$ cat src/rtl/conv3x3_mac_pkg.sv
// Shared types and constants for the 3x3 convolution MAC stage.
// Consumed by the top, the saturation helper and the testbench.
package conv_pkg;
  localparam int NUM_TAPS = 9;
  localparam int ADDR_W   = 4;
  localparam int DATA_W   = 16;
  localparam int ACC_W    = 36;

  localparam logic signed [DATA_W-1:0] SAT_MAX =
    {1'b0, {(DATA_W-1){1'b1}}};
  localparam logic signed [DATA_W-1:0] SAT_MIN =
    {1'b1, {(DATA_W-1){1'b0}}};

  typedef enum logic [1:0] {
    IDLE = 2'd0,
    ACC  = 2'd1,
    OUT  = 2'd2
  } state_t;
endpackage

$ cat src/rtl/conv3x3_mac_if.sv
// Result handshake bundle: valid/ready with signed payload.
// master drives data/valid, slave drives ready.
interface conv3x3_mac_if #(
  parameter int DATA_W = 16
);
  logic [DATA_W-1:0] res_data;
  logic              res_valid;
  logic              res_ready;

  modport master (
    output res_data,
    output res_valid,
    input  res_ready
  );

  modport slave (
    input  res_data,
    input  res_valid,
    output res_ready
  );
endinterface

$ cat src/rtl/conv3x3_mac_sat_shift.sv
// Arithmetic right shift of a wide accumulator, then clamp
// to the signed DATA_W range.
module sat_shift
  import conv_pkg::*;
#(
  parameter int ACC_W     = conv_pkg::ACC_W,
  parameter int FRAC_BITS = 0
) (
  input  logic signed [ACC_W-1:0]  acc,
  output logic signed [DATA_W-1:0] res
);
  localparam logic signed [ACC_W-1:0] HI =
    ACC_W'(SAT_MAX);
  localparam logic signed [ACC_W-1:0] LO =
    ACC_W'(SAT_MIN);

  logic signed [ACC_W-1:0] s;

  always_comb begin
    s = acc >>> FRAC_BITS;
    if (s > HI)
      res = SAT_MAX;
    else if (s < LO)
      res = SAT_MIN;
    else
      res = s[DATA_W-1:0];
  end
endmodule

$ cat src/rtl/conv3x3_mac.sv
// Sequential 3x3 MAC: one tap per cycle over image/weight
// memories, scaled and saturated result on a valid/ready port.
module conv3x3_mac
  import conv_pkg::*;
#(
  parameter int NUM_TAPS  = conv_pkg::NUM_TAPS,
  parameter int ADDR_W    = conv_pkg::ADDR_W,
  parameter int DATA_W    = conv_pkg::DATA_W,
  parameter int ACC_W     = conv_pkg::ACC_W,
  parameter int FRAC_BITS = 0
) (
  input  logic              clk,
  input  logic              rst_n,
  input  logic              start,
  output logic              busy,
  output logic [ADDR_W-1:0] img_raddr,
  input  logic [DATA_W-1:0] img_rdata,
  output logic [ADDR_W-1:0] w_raddr,
  input  logic [DATA_W-1:0] w_rdata,
  conv3x3_mac_if.master     res
);
  localparam logic [ADDR_W-1:0] LAST =
    ADDR_W'(NUM_TAPS - 1);

  state_t                    state;
  logic [ADDR_W-1:0]         tap;
  logic signed [ACC_W-1:0]   acc;
  logic signed [ACC_W-1:0]   acc_next;
  logic signed [2*DATA_W-1:0] prod;
  logic signed [DATA_W-1:0]  sat_res;

  // tap is parked at 0 outside ACC, so addresses follow it
  assign img_raddr = tap;
  assign w_raddr   = tap;

  assign prod     = $signed(img_rdata) * $signed(w_rdata);
  assign acc_next = acc + ACC_W'(prod);

  sat_shift #(
    .ACC_W    (ACC_W),
    .FRAC_BITS(FRAC_BITS)
  ) u_sat (
    .acc(acc_next),
    .res(sat_res)
  );

  always_ff @(posedge clk or negedge rst_n) begin
    if (!rst_n) begin
      state         <= IDLE;
      tap           <= '0;
      acc           <= '0;
      busy          <= 1'b0;
      res.res_valid <= 1'b0;
      res.res_data  <= '0;
    end else begin
      unique case (state)
        IDLE: begin
          if (start) begin
            acc   <= '0;
            tap   <= '0;
            busy  <= 1'b1;
            state <= ACC;
          end
        end
        ACC: begin
          acc <= acc_next;
          if (tap == LAST) begin
            tap           <= '0;
            res.res_data  <= sat_res;
            res.res_valid <= 1'b1;
            state         <= OUT;
          end else begin
            tap <= tap + 1'b1;
          end
        end
        OUT: begin
          if (res.res_ready) begin
            res.res_valid <= 1'b0;
            busy          <= 1'b0;
            state         <= IDLE;
          end
        end
        default: state <= IDLE;
      endcase
    end
  end
endmodule
$ cat src/flat_wrapper.sv
// flat-port wrapper written by rule: the top's interface ports become plain ports
module conv3x3_mac_flat import conv_pkg::*;
#(
  parameter int NUM_TAPS  = conv_pkg::NUM_TAPS,
  parameter int ADDR_W    = conv_pkg::ADDR_W,
  parameter int DATA_W    = conv_pkg::DATA_W,
  parameter int ACC_W     = conv_pkg::ACC_W,
  parameter int FRAC_BITS = 0
)
  (clk, rst_n, start, busy, img_raddr, img_rdata, w_raddr, w_rdata, res_res_data, res_res_valid, res_res_ready);
  conv3x3_mac_if #(.DATA_W(DATA_W)) res_i ();
  input  logic clk;
  input  logic rst_n;
  input  logic start;
  output logic busy;
  output logic [ADDR_W-1:0] img_raddr;
  input  logic [DATA_W-1:0] img_rdata;
  output logic [ADDR_W-1:0] w_raddr;
  input  logic [DATA_W-1:0] w_rdata;
  output wire logic [$bits(res_i.res_data)-1:0] res_res_data;
  output wire logic [$bits(res_i.res_valid)-1:0] res_res_valid;
  input wire logic [$bits(res_i.res_ready)-1:0] res_res_ready;
  assign res_res_data = res_i.res_data;
  assign res_res_valid = res_i.res_valid;
  assign res_i.res_ready = res_res_ready;
  conv3x3_mac #(.NUM_TAPS(NUM_TAPS), .ADDR_W(ADDR_W), .DATA_W(DATA_W), .ACC_W(ACC_W), .FRAC_BITS(FRAC_BITS)) u_core (.clk(clk), .rst_n(rst_n), .start(start), .busy(busy), .img_raddr(img_raddr), .img_rdata(img_rdata), .w_raddr(w_raddr), .w_rdata(w_rdata), .res(res_i));
endmodule
$ cat config.mk
export PLATFORM = sky130hd
export DESIGN_NAME = conv3x3_mac_flat
export DESIGN_NICKNAME = d
export VERILOG_FILES = /design/src/rtl/conv3x3_mac_pkg.sv /design/src/rtl/conv3x3_mac_if.sv /design/src/rtl/conv3x3_mac_sat_shift.sv /design/src/rtl/conv3x3_mac.sv /design/src/flat_wrapper.sv
export SDC_FILE = /design/constraint.sdc
export NUM_CORES = 1
export LEC_CHECK = 0
export ABC_AREA = 1
export CAP_MARGIN = 10
export CORE_MARGIN = 4
export CORE_UTILIZATION = 43
export DETAILED_ROUTE_END_ITERATION = 12
export PLACE_DENSITY_LB_ADDON = 0.1
export SLEW_MARGIN = 20
export SYNTH_ARGS = -nofsm -noshare
export SYNTH_HDL_FRONTEND = slang
export SYNTH_SLANG_ARGS = --single-unit
$ cat constraint.sdc
create_clock -name clk -period 5.8 [get_ports clk]
set_input_delay 0.58 -clock clk [delete_from_list [all_inputs] [get_ports clk]]
set_output_delay 0.58 -clock clk [all_outputs]
set_load 0.02 [all_outputs]
==> flow_results.xml, run 1 <==
<?xml version="1.0" encoding="UTF-8"?>
<metrics>
  <group name="floorplan">
    <metric name="ios" unit="">62</metric>
    <metric name="die-area" unit="um^2">39800</metric>
    <metric name="initial_utilization" unit="">0.440</metric>
    <metric name="core-area" unit="um^2">35800</metric>
    <metric name="floorplan.die.height" unit="um">199</metric>
    <metric name="die_wd" unit="um">199</metric>
    <metric name="rows" unit="">69</metric>
  </group>
  <group name="critical_path">
    <metric name="r2r.worst_path.cells" unit="">27</metric>
    <metric name="timing.critical_path.slowest_stage_cell" unit="">sky130_fd_sc_hd__fa_1</metric>
    <metric name="critPathLaunchType" unit="">primary input</metric>
    <metric name="setup.worst_path.class" unit="">in -&gt; reg</metric>
    <metric name="regToRegSetupSlack" unit="ps">500</metric>
    <metric name="kind_of_capture_point_of_the_worst_setup_path" unit="">register</metric>
    <metric name="critical-path-max-stage-delay" unit="ps">580</metric>
    <metric name="worst-endpoint-required" unit="ps">6070</metric>
    <metric name="crit_arrival" unit="ps">6380</metric>
    <metric name="timing.critical_path.mode_cell" unit="">sky130_fd_sc_hd__inv_2</metric>
    <metric name="r2r_start" unit="">u_core.acc[15]</metric>
    <metric name="reg2reg_to" unit="">u_core.res.res_data[1]</metric>
    <metric name="critical_path_peak_fanout" unit="">8</metric>
  </group>
  <group name="synth">
    <metric name="synth.lib_cells_used.distinct" unit="">37</metric>
    <metric name="post_synth_inst_count" unit="">2086</metric>
    <metric name="post-synth-top-area-cell" unit="">sky130_fd_sc_hd__fa_1</metric>
    <metric name="synth_top_cell_area_share" unit="">0.399</metric>
    <metric name="synthesis.nets" unit="">2545</metric>
    <metric name="synthTopCellsByArea" unit="">sky130_fd_sc_hd__fa_1 40%, sky130_fd_sc_hd__inv_1 15%, sky130_fd_sc_hd__nand2_1 14%, sky130_fd_sc_hd__dfrtp_1 9.5%, sky130_fd_sc_hd__ha_1 8.6%</metric>
    <metric name="seq_cells_post_synth" unit="">60</metric>
    <metric name="synth.avg_cell_area" unit="um^2">7.56</metric>
    <metric name="synth_sequential_area_ratio" unit="">0.0952</metric>
    <metric name="synth_warnings" unit="">0</metric>
    <metric name="post_synth_instance_area" unit="um^2">15800</metric>
  </group>
  <group name="finish">
    <metric name="share_of_layout_cells_above_drive_strength_1" unit="">0.291</metric>
    <metric name="utilization" unit="">0.588</metric>
    <metric name="area_delta_synth_final" unit="%">33.7</metric>
    <metric name="most-common-layout-cells" unit="">555 x sky130_fd_sc_hd__inv_1, 476 x sky130_fd_sc_hd__nand2_1, 299 x sky130_fd_sc_hd__fa_1</metric>
    <metric name="final_common_cell" unit="">sky130_fd_sc_hd__inv_1</metric>
    <metric name="diodes" unit="">0</metric>
    <metric name="finish.net_count" unit="">2835</metric>
    <metric name="postLayoutCellArea" unit="um^2">21100</metric>
  </group>
  <group name="sta">
    <metric name="layout_skew" unit="ps">7.60</metric>
    <metric name="grt_setup_unrepaired" unit="">true</metric>
    <metric name="maxSlewHeadroom" unit="">0.303</metric>
    <metric name="setup_slack" unit="ps">-307</metric>
    <metric name="fin_crit_sh" unit="">1.05</metric>
    <metric name="worstMarginPinSlew" unit="ps">1040</metric>
    <metric name="finalSetupTns" unit="ps">-4500</metric>
    <metric name="timing_max_transition_violations_final" unit="">0</metric>
    <metric name="timing.final.hold_violations" unit="">0</metric>
    <metric name="fmax" unit="MHz">164</metric>
    <metric name="setup-violations-final" unit="">18</metric>
    <metric name="final_period_minus_worst_setup_slack" unit="ps">6110</metric>
  </group>
  <group name="job">
    <metric name="cap_violations" unit="">0</metric>
  </group>
  <group name="drt">
    <metric name="vias_per_cell" unit="">4.74</metric>
    <metric name="drt.antenna.violating_nets" unit="">0</metric>
    <metric name="finalWirelength" unit="um">46500</metric>
    <metric name="num_vias" unit="">13500</metric>
    <metric name="drt_iter0_markers" unit="">693</metric>
    <metric name="routed_wire_per_std_cell" unit="um">16.3</metric>
    <metric name="drt_drc_violations_left" unit="">0</metric>
    <metric name="drtPass1Iterations" unit="">6</metric>
  </group>
  <group name="placed_design">
    <metric name="detailedPlacementHpwl" unit="um">36600</metric>
    <metric name="post-place-ws" unit="ps">-1340</metric>
    <metric name="placedInstanceArea" unit="um^2">18800</metric>
    <metric name="place_congestion" unit="">0.919</metric>
    <metric name="port_buffers" unit="">61</metric>
  </group>
  <group name="grt">
    <metric name="grt_pass1_wl" unit="um">75700</metric>
    <metric name="vias_in_the_first_global_route" unit="">14400</metric>
    <metric name="grt_antenna_before_repair" unit="">0</metric>
    <metric name="grt_max_degree" unit="">61</metric>
    <metric name="overflow" unit="">0</metric>
    <metric name="grt_use_total" unit="">0.243</metric>
  </group>
  <group name="clocking">
    <metric name="clk-insertion-delay-late" unit="ps">350</metric>
    <metric name="htree_levels" unit="">3</metric>
    <metric name="clock_tree.buffer_depth" unit="">2</metric>
    <metric name="cts_hold_buffers" unit="">0</metric>
    <metric name="clkSlewWorstSetupHoldPaths" unit="ps">60</metric>
    <metric name="tritoncts" unit="">built</metric>
    <metric name="tritoncts.num_buffers" unit="">9</metric>
    <metric name="clock_sink_count" unit="">60</metric>
    <metric name="ctsRootBufferMaster" unit="">sky130_fd_sc_hd__clkbuf_16</metric>
  </group>
  <group name="run_status">
    <metric name="run_status" unit="">complete, but fails checks</metric>
    <metric name="failed_checks" unit="">setup timing</metric>
  </group>
  <group name="hold_path">
    <metric name="min-delay-path-class" unit="">in -&gt; async</metric>
  </group>
</metrics>
==> layout make-up <==
| cell class | count | area [um^2] |
|---|---|---|
| fill | 3319 | 14800 |
| inverter | 627 | 2380 |
| multi-input combinational | 1318 | 12800 |
| tap | 461 | 577 |
| timing repair buffer | 360 | 3530 |
| clock buffer | 9 | 225 |
| sequential | 60 | 1500 |
| clock inverter | 7 | 51.3 |
==> worst max path at each step <==
| stage | startpoint | endpoint | slack (ps) |
|---|---|---|---|
| after global placement | w_rdata[3] | u_core.res.res_data[4] | -1290 |
| after CTS | img_rdata[15] | u_core.res.res_data[14] | -360 |
| after global routing | img_rdata[6] | u_core.res.res_data[9] | -560 |
| after floorplan | img_rdata[15] | u_core.res.res_data[10] | -160 |
| after detailed placement | w_rdata[1] | u_core.res.res_data[1] | -1340 |
| final | img_rdata[13] | u_core.res.res_data[1] | -310 |
==> stage by stage <==
stage,hold slack (ps),std cells
2_1_floorplan,284,2086
3_3_place_gp,437,2726
3_5_place_dp,454,2726
4_1_cts,438,2819
5_1_grt,487,2842
6_report,418,2842
==> synth_stat cells <==
library cell / instances
sky130_fd_sc_hd__a21o_1: 1
sky130_fd_sc_hd__fa_1: 314
sky130_fd_sc_hd__a21oi_1: 25
sky130_fd_sc_hd__inv_1: 613
sky130_fd_sc_hd__o21ai_1: 1
sky130_fd_sc_hd__clkbuf_1: 71
sky130_fd_sc_hd__nor3_1: 2
sky130_fd_sc_hd__nor2_2: 8
sky130_fd_sc_hd__nor2_1: 83
sky130_fd_sc_hd__a21oi_4: 1
sky130_fd_sc_hd__ha_1: 109
sky130_fd_sc_hd__clkinv_1: 2
sky130_fd_sc_hd__buf_4: 5
sky130_fd_sc_hd__nand3b_1: 5
sky130_fd_sc_hd__dfrtp_1: 60
sky130_fd_sc_hd__o21ai_0: 23
sky130_fd_sc_hd__o31ai_1: 1
sky130_fd_sc_hd__nand2_1: 579
sky130_fd_sc_hd__inv_2: 12
sky130_fd_sc_hd__or2_2: 1
sky130_fd_sc_hd__nand3_2: 3
sky130_fd_sc_hd__o21bai_1: 1
sky130_fd_sc_hd__o22ai_1: 1
sky130_fd_sc_hd__and3_1: 1
sky130_fd_sc_hd__nand3_1: 71
sky130_fd_sc_hd__nand4_1: 17
sky130_fd_sc_hd__xor2_1: 11
sky130_fd_sc_hd__a21oi_2: 12
sky130_fd_sc_hd__and2_1: 3
sky130_fd_sc_hd__nor2_4: 3
sky130_fd_sc_hd__buf_1: 2
sky130_fd_sc_hd__nor3_2: 5
sky130_fd_sc_hd__xnor2_1: 3
sky130_fd_sc_hd__buf_8: 1
sky130_fd_sc_hd__buf_6: 1
sky130_fd_sc_hd__nand2_2: 34
sky130_fd_sc_hd__clkbuf_2: 1
==> per-layer routing <==
| layer | vias to the layer above | share of wire | global-route usage |
|---|---|---|---|
| li1 | 6473 | - | - |
| met1 | 6652 | 0.45 | 0.339 |
| met2 | 276 | 0.48 | 0.398 |
| met3 | 75 | 0.043 | 0.0298 |
| met4 | 0 | 0.031 | 0.0737 |
| met5 | - | 0 | 0 |
==> critical path: cells and delay by family <==
| family | cells | cell delay, ps |
|---|---|---|
| buffers and inverters | 11 | 900 |
| and+or+nand+nor | 13 | 1190 |
| AOI/OAI and AO/OA | 1 | 130 |
| adders and majority gates | 7 | 3540 |
==> timing repair <==
action	4_1_cts	5_1_grt
resized for setup	346	163
setup endpoints to repair	38	30
pin swaps	110	91
cloned	18	0
setup buffers	60	31
==> flip-flops by register name, indices dropped and copies added, names as in the netlist <==
signal / cells
u_core.acc: 36
u_core.res.res_data: 16
u_core.img_raddr: 4
u_core.state: 2
u_core.busy: 1
u_core.res.res_valid: 1
==> kinds of logic (layout without fill, tap and decap cells) <==
kind of cell	after synthesis	in the layout	synth area share
AOI/OAI and AO/OA	66	66	0.0251
xor gates and xnor gates	14	14	0.00778
adders and majority gates	423	423	0.485
buffers and inverters	708	1003	0.171
DFF	60	60	0.0952
and+or+nand+nor	815	815	0.216
Power of run 1 is left out: the tool's default activity adds up to more than one toggle a clock period on the data nets, which glitch-free logic cannot reach.
==> inputs of run 2 (changes only) <==
CORE_ASPECT_RATIO = 1.5   (was not set)
PLACE_DENSITY = 0.71   (was not set)
PLACE_DENSITY_LB_ADDON = not set   (was 0.1)
SYNTH_HIERARCHICAL = 1   (was not set)
==> run 2 against run 1 <==
Net effect: the run still ends with setup timing left; flip-flop and latch count unchanged; critical path depth unchanged; final area hardly changed; sequential share of layout area hardly changed; clock-buffer cell count increased by 1; worst hold slack worse by 12 ps; utilization up 0.81 points; register-to-register slack got worse by 160 ps; largest cell class unchanged; synthesized cell count shrank 3.9%; via count is 1.6% higher.
==> flow_results.xml, run 2 <==
<?xml version="1.0" encoding="UTF-8"?>
<metrics>
  <group name="run_status">
    <metric name="run_status" unit="">complete, but fails checks</metric>
    <metric name="failed_checks" unit="">setup timing</metric>
  </group>
  <group name="critical_path">
    <metric name="critical-path-max-stage-delay" unit="ps">570</metric>
    <metric name="r2r_start" unit="">u_core/acc[15]</metric>
    <metric name="critPathLaunchType" unit="">primary input</metric>
    <metric name="critical_path_peak_fanout" unit="">8</metric>
    <metric name="worst-endpoint-required" unit="ps">6020</metric>
    <metric name="kind_of_capture_point_of_the_worst_setup_path" unit="">register</metric>
    <metric name="setup.worst_path.class" unit="">in -&gt; reg</metric>
    <metric name="crit_arrival" unit="ps">6700</metric>
    <metric name="timing.critical_path.slowest_stage_cell" unit="">sky130_fd_sc_hd__fa_1</metric>
    <metric name="timing.critical_path.mode_cell" unit="">sky130_fd_sc_hd__buf_6</metric>
    <metric name="critPathLaunch" unit="">w_rdata[15]</metric>
  </group>
  <group name="drt">
    <metric name="num_vias" unit="">13700</metric>
    <metric name="drt_iter0_markers" unit="">584</metric>
    <metric name="drtPass1Iterations" unit="">5</metric>
    <metric name="drt_drc_violations_left" unit="">0</metric>
    <metric name="drt.antenna.violating_nets" unit="">0</metric>
    <metric name="finalWirelength" unit="um">46900</metric>
    <metric name="routed_wire_per_std_cell" unit="um">16.8</metric>
    <metric name="vias_per_cell" unit="">4.91</metric>
  </group>
  <group name="sta">
    <metric name="final_period_minus_worst_setup_slack" unit="ps">6480</metric>
    <metric name="setup-violations-final" unit="">17</metric>
    <metric name="maxSlewHeadroom" unit="">0.450</metric>
    <metric name="fin_crit_sh" unit="">1.12</metric>
    <metric name="finalSetupTns" unit="ps">-10590</metric>
    <metric name="layout_skew" unit="ps">4.89</metric>
    <metric name="setup_slack" unit="ps">-675</metric>
    <metric name="timing_max_transition_violations_final" unit="">0</metric>
    <metric name="grt_setup_unrepaired" unit="">true</metric>
    <metric name="worstMarginPinSlew" unit="ps">825</metric>
    <metric name="fmax" unit="MHz">154</metric>
    <metric name="timing.final.hold_violations" unit="">0</metric>
  </group>
  <group name="clocking">
    <metric name="clock_sink_count" unit="">60</metric>
    <metric name="clk-insertion-delay-late" unit="ps">340</metric>
    <metric name="tritoncts" unit="">built</metric>
    <metric name="clock_tree.buffer_depth" unit="">2</metric>
    <metric name="cts_hold_buffers" unit="">0</metric>
    <metric name="clkSlewWorstSetupHoldPaths" unit="ps">50</metric>
    <metric name="tritoncts.num_buffers" unit="">9</metric>
    <metric name="ctsRootBufferMaster" unit="">sky130_fd_sc_hd__clkbuf_16</metric>
    <metric name="htree_levels" unit="">3</metric>
  </group>
  <group name="synth">
    <metric name="yosys-top-cells-count" unit="">596 x sky130_fd_sc_hd__inv_1, 581 x sky130_fd_sc_hd__nand2_1, 314 x sky130_fd_sc_hd__fa_1</metric>
    <metric name="async_reset_ff_frac" unit="">1.00</metric>
    <metric name="synth_sequential_area_ratio" unit="">0.0968</metric>
    <metric name="synth.lib_cells_used.distinct" unit="">41</metric>
    <metric name="post-synth-top-area-cell" unit="">sky130_fd_sc_hd__fa_1</metric>
    <metric name="synthesis.nets" unit="">2463</metric>
    <metric name="most_frequently_used_cell_type_in_the_post_synthesis_netlist" unit="">sky130_fd_sc_hd__inv_1</metric>
    <metric name="synth-edff-count" unit="">0</metric>
    <metric name="seq_cells_post_synth" unit="">60</metric>
    <metric name="synth.avg_cell_area" unit="um^2">7.74</metric>
    <metric name="synth_top_cell_area_share" unit="">0.405</metric>
    <metric name="post_synth_inst_count" unit="">2004</metric>
    <metric name="synthTopCellsByArea" unit="">sky130_fd_sc_hd__fa_1 41%, sky130_fd_sc_hd__inv_1 14%, sky130_fd_sc_hd__nand2_1 14%, sky130_fd_sc_hd__dfrtp_1 9.7%, sky130_fd_sc_hd__ha_1 8.8%</metric>
    <metric name="synth_warnings" unit="">6</metric>
    <metric name="synth_top_flop_cell" unit="">sky130_fd_sc_hd__dfrtp_1</metric>
    <metric name="post_synth_instance_area" unit="um^2">15500</metric>
  </group>
  <group name="grt">
    <metric name="vias_in_the_first_global_route" unit="">15400</metric>
    <metric name="grt_antenna_before_repair" unit="">0</metric>
    <metric name="grt_pass1_wl" unit="um">77200</metric>
    <metric name="grt_use_total" unit="">0.249</metric>
    <metric name="overflow" unit="">0</metric>
    <metric name="grt_max_degree" unit="">61</metric>
  </group>
  <group name="finish">
    <metric name="final_common_cell" unit="">sky130_fd_sc_hd__inv_1</metric>
    <metric name="finish.net_count" unit="">2770</metric>
    <metric name="largest_reg_flops" unit="">36</metric>
    <metric name="max_flop_register" unit="">u_core/acc</metric>
    <metric name="area_delta_synth_final" unit="%">35.8</metric>
    <metric name="utilization" unit="">0.596</metric>
    <metric name="share_of_layout_cells_above_drive_strength_1" unit="">0.297</metric>
    <metric name="layout.filler_cells" unit="">2953</metric>
    <metric name="most-common-layout-cells" unit="">538 x sky130_fd_sc_hd__inv_1, 477 x sky130_fd_sc_hd__nand2_1, 292 x sky130_fd_sc_hd__fa_1</metric>
    <metric name="diodes" unit="">0</metric>
  </group>
  <group name="hold_path">
    <metric name="min-delay-path-class" unit="">in -&gt; async</metric>
  </group>
  <group name="placed_design">
    <metric name="detailedPlacementHpwl" unit="um">35400</metric>
    <metric name="port_buffers" unit="">61</metric>
    <metric name="place_congestion" unit="">0.945</metric>
  </group>
  <group name="floorplan">
    <metric name="core-area" unit="um^2">35300</metric>
    <metric name="floorplan.die.height" unit="um">241</metric>
    <metric name="ios" unit="">62</metric>
    <metric name="die-area" unit="um^2">39200</metric>
    <metric name="rows" unit="">84</metric>
    <metric name="die_wd" unit="um">163</metric>
    <metric name="initial_utilization" unit="">0.439</metric>
  </group>
  <group name="job">
    <metric name="cap_violations" unit="">0</metric>
  </group>
</metrics>
==> run 2: cell types whose count changed after synthesis, moves of 13 or more <==
cell,delta
sky130_fd_sc_hd__nand2_2,-23
sky130_fd_sc_hd__nand4_1,-14
sky130_fd_sc_hd__and2_1,+15
sky130_fd_sc_hd__nor2_1,-23
sky130_fd_sc_hd__nand3_1,-25
sky130_fd_sc_hd__o21ai_0,-13
sky130_fd_sc_hd__inv_1,-17
sky130_fd_sc_hd__mux2_2,+16
==> run 2: layout make-up <==
type | instances | area (um^2) | area share
Clock buffer | 10 | 229 | 0.0109
Tap cell | 473 | 592 | 0.0281
Clock inverter | 6 | 88.8 | 0.00422
Inverter | 597 | 2260 | 0.107
Timing Repair Buffer | 370 | 3640 | 0.173
Sequential cell | 60 | 1500 | 0.0713
Multi-Input combinational cell | 1273 | 12700 | 0.605
==> run 2: per-stage QoR <==
step	hold WS (ps)	setup slack (ps)	cell area, um^2	std cells
floorplan	284	-427	16100	2004
global placement	477	-1570	18600	2667
detailed placement	477	-1630	18600	2667
CTS	443	-658	20600	2774
global route	492	-862	21100	2789
finish	406	-675	21100	2789
==> run 2: critical path: cells and delay by family <==
| family | cells | cell delay [ps] |
|---|---|---|
| adder cells (fa/ha/maj) | 7 | 3390 |
| AND/OR/NAND/NOR | 15 | 1490 |
| multiplexers | 1 | 260 |
| buffers and inverters | 9 | 950 |
==> run 2: worst paths after layout <==
path                                           to  slack, ps  cells after the start
setup / recovery           u_core/res.res_data[5]       -680                     32
hold / removal                        u_core/busy        410                      2
setup reg to reg           u_core/res.res_data[4]        340                     27
hold reg to reg                    u_core/acc[24]        490                      2
max in group asynchronous          u_core/acc[22]       4840                      2
min in group clk                   u_core/acc[24]        490                      2
==> run 2: cell families (layout without fill, tap and decap cells) <==
kind of cell	Yosys count	count (layout)	synth area share
AO/OA/AOI/OAI	53	53	0.0219
AND/OR/NAND/NOR	759	760	0.200
XOR/XNOR	21	21	0.0119
buffers and inverters	672	983	0.165
multiplexers	16	16	0.0116
adder cells (fa/ha/maj)	423	423	0.493
flip-flops	60	60	0.0968
==> run 2: timing repair <==
item,CTS,global route
endpoints found under the setup margin,40,35
gates cloned,12,0
pin swaps,160,92
setup buffers,80,15
resized for setup,315,139
==> run 2: per-layer routing <==
layer | global-route usage | vias to the layer above | wire, um | share of wire
met5 | 0 | - | 0 | 0
met4 | 0.171 | 0 | 4020 | 0.086
met3 | 0.0314 | 211 | 1900 | 0.040
met2 | 0.469 | 447 | 25400 | 0.54
met1 | 0.254 | 6761 | 15600 | 0.33
li1 | - | 6277 | - | -
Power of run 2 is left out for the same reason.
==> inputs of run 3 (changes only) <==
SKIP_LAST_GASP = 1   (was not set)
==> run 3 against run 2 <==
Net effect: the run still ends with setup timing left; critical path depth unchanged; fmax about the same; non-clock buffer count unchanged; clock-buffer cell count unchanged; final cell count unchanged; flip-flop and latch count unchanged; worst hold slack worse by 0.65 ps; final area about the same; via count down 0.46%; critical endpoint is now u_core/res.res_data[4]; highest routed layer unchanged.
==> flow_results.xml, run 3 (synthesis gave the netlist of run 2 again) <==
<?xml version="1.0" encoding="UTF-8"?>
<metrics>
  <group name="run_status">
    <metric name="run_status" unit="">complete, but fails checks</metric>
    <metric name="failed_checks" unit="">setup timing</metric>
  </group>
  <group name="clocking">
    <metric name="tritoncts" unit="">built</metric>
    <metric name="clock_sink_count" unit="">60</metric>
    <metric name="clk-insertion-delay-late" unit="ps">340</metric>
    <metric name="tritoncts.num_buffers" unit="">9</metric>
    <metric name="htree_levels" unit="">3</metric>
    <metric name="ctsRootBufferMaster" unit="">sky130_fd_sc_hd__clkbuf_16</metric>
    <metric name="clkSlewWorstSetupHoldPaths" unit="ps">50</metric>
    <metric name="clock_tree.buffer_depth" unit="">2</metric>
  </group>
  <group name="sta">
    <metric name="setup-violations-final" unit="">17</metric>
    <metric name="maxSlewHeadroom" unit="">0.453</metric>
    <metric name="fmax" unit="MHz">154</metric>
    <metric name="fin_crit_sh" unit="">1.12</metric>
    <metric name="worstMarginPinSlew" unit="ps">820</metric>
    <metric name="finalHoldWorstSlack" unit="ps">405</metric>
    <metric name="grt_setup_unrepaired" unit="">true</metric>
    <metric name="layout_skew" unit="ps">5.96</metric>
    <metric name="final_period_minus_worst_setup_slack" unit="ps">6480</metric>
    <metric name="timing.final.hold_violations" unit="">0</metric>
    <metric name="timing_max_transition_violations_final" unit="">0</metric>
    <metric name="setup_slack" unit="ps">-680</metric>
  </group>
  <group name="placed_design">
    <metric name="place_congestion" unit="">0.945</metric>
    <metric name="placedInstanceArea" unit="um^2">18600</metric>
    <metric name="detailedPlacementHpwl" unit="um">35400</metric>
    <metric name="port_buffers" unit="">61</metric>
  </group>
  <group name="grt">
    <metric name="grt_max_degree" unit="">61</metric>
    <metric name="overflow" unit="">0</metric>
    <metric name="grt_antenna_before_repair" unit="">0</metric>
    <metric name="grt_pass1_wl" unit="um">77200</metric>
    <metric name="grt_use_total" unit="">0.249</metric>
    <metric name="vias_in_the_first_global_route" unit="">15500</metric>
  </group>
  <group name="finish">
    <metric name="diodes" unit="">0</metric>
    <metric name="postLayoutCellArea" unit="um^2">21100</metric>
    <metric name="most-common-layout-cells" unit="">539 x sky130_fd_sc_hd__inv_1, 480 x sky130_fd_sc_hd__nand2_1, 293 x sky130_fd_sc_hd__fa_1</metric>
    <metric name="finish.net_count" unit="">2770</metric>
    <metric name="share_of_layout_cells_above_drive_strength_1" unit="">0.294</metric>
    <metric name="area_delta_synth_final" unit="%">35.7</metric>
    <metric name="layout.filler_cells" unit="">2956</metric>
    <metric name="largest_reg_flops" unit="">36</metric>
    <metric name="final_common_cell" unit="">sky130_fd_sc_hd__inv_1</metric>
    <metric name="max_flop_register" unit="">u_core/acc</metric>
  </group>
  <group name="hold_path">
    <metric name="min-delay-path-class" unit="">in -&gt; async</metric>
  </group>
  <group name="drt">
    <metric name="drt_drc_violations_left" unit="">0</metric>
    <metric name="vias_per_cell" unit="">4.89</metric>
    <metric name="routed_wire_per_std_cell" unit="um">16.8</metric>
    <metric name="drtPass1Iterations" unit="">6</metric>
    <metric name="drt.antenna.violating_nets" unit="">0</metric>
    <metric name="finalWirelength" unit="um">46800</metric>
    <metric name="drt_iter0_markers" unit="">559</metric>
    <metric name="num_vias" unit="">13600</metric>
  </group>
  <group name="critical_path">
    <metric name="timing.critical_path.slowest_stage_cell" unit="">sky130_fd_sc_hd__fa_1</metric>
    <metric name="critical_path_peak_fanout" unit="">7</metric>
    <metric name="timing.critical_path.mode_cell" unit="">sky130_fd_sc_hd__fa_1</metric>
    <metric name="worst-endpoint-required" unit="ps">6020</metric>
    <metric name="critical-path-max-stage-delay" unit="ps">540</metric>
    <metric name="critPathLaunchType" unit="">primary input</metric>
    <metric name="kind_of_capture_point_of_the_worst_setup_path" unit="">register</metric>
    <metric name="crit_arrival" unit="ps">6700</metric>
    <metric name="regToRegSetupSlack" unit="ps">350</metric>
    <metric name="setup.worst_path.class" unit="">in -&gt; reg</metric>
  </group>
  <group name="floorplan">
    <metric name="rows" unit="">84</metric>
    <metric name="ios" unit="">62</metric>
    <metric name="floorplan.die.height" unit="um">241</metric>
    <metric name="core-area" unit="um^2">35300</metric>
    <metric name="die-area" unit="um^2">39200</metric>
    <metric name="die_wd" unit="um">163</metric>
    <metric name="initial_utilization" unit="">0.439</metric>
  </group>
  <group name="job">
    <metric name="cap_violations" unit="">0</metric>
  </group>
</metrics>
## run 3: worst paths after layout
check / from / to / depth (start not counted)
setup / recovery: img_rdata[15] / u_core/res.res_data[4] / 32
hold / removal: rst_n / u_core/busy / 2
setup reg to reg: u_core/acc[15] / u_core/res.res_data[4] / 27
hold reg to reg: u_core/acc[24] / u_core/acc[24] / 2
max in group asynchronous: rst_n / u_core/acc[22] / 2
min in group clk: u_core/acc[24] / u_core/acc[24] / 2
## run 3: per-stage QoR
step                      worst slack, ps  cells  TNS, ps  utilization
after floorplan                      -427   2004    -5810            -
after global placement              -1570   2667   -37170        0.526
after detailed placement            -1630   2667   -39050        0.526
after CTS                            -658   2774   -10190        0.582
after global routing                 -887   2789   -14460        0.596
final                                -680   2789   -10720        0.596
## run 3: worst max-delay path, delay by kind of cell
kind / cells / cell delay, ps
AO/OA/AOI/OAI: 2 / 380
multiplexers: 1 / 260
adder cells (fa/ha/maj): 7 / 3280
AND/OR/NAND/NOR: 12 / 1340
buffers and inverters: 10 / 870
## run 3: what timing repair did
| action | in CTS | in global routing |
|---|---|---|
| setup buffers | 80 | 16 |
| pin swaps | 159 | 92 |
| resized for setup | 315 | 134 |
| hold buffers | 0 | 0 |
| gates cloned | 12 | 0 |
| setup endpoints to repair | 40 | 35 |
## run 3: per-layer routing
layer	part of all wire	vias to the layer above	GRT usage	wire [um]
met5	0	-	0	0
met1	0.33	6714	0.254	15700
met4	0.085	0	0.173	3990
li1	-	6276	-	-
met2	0.54	434	0.468	25400
met3	0.038	209	0.0311	1760
## run 3: layout make-up
| cell class | count | area [um^2] | share of cell area |
|---|---|---|---|
| well taps | 473 | 592 | 0.0281 |
| repair buffers | 370 | 3640 | 0.173 |
| clock buffers | 10 | 229 | 0.0109 |
| multi-input cells | 1273 | 12700 | 0.605 |
| inverters | 597 | 2260 | 0.107 |
| clock inverters | 6 | 88.8 | 0.00422 |
| flip-flops and latches | 60 | 1500 | 0.0713 |
Power of run 3 is left out for the same reason.
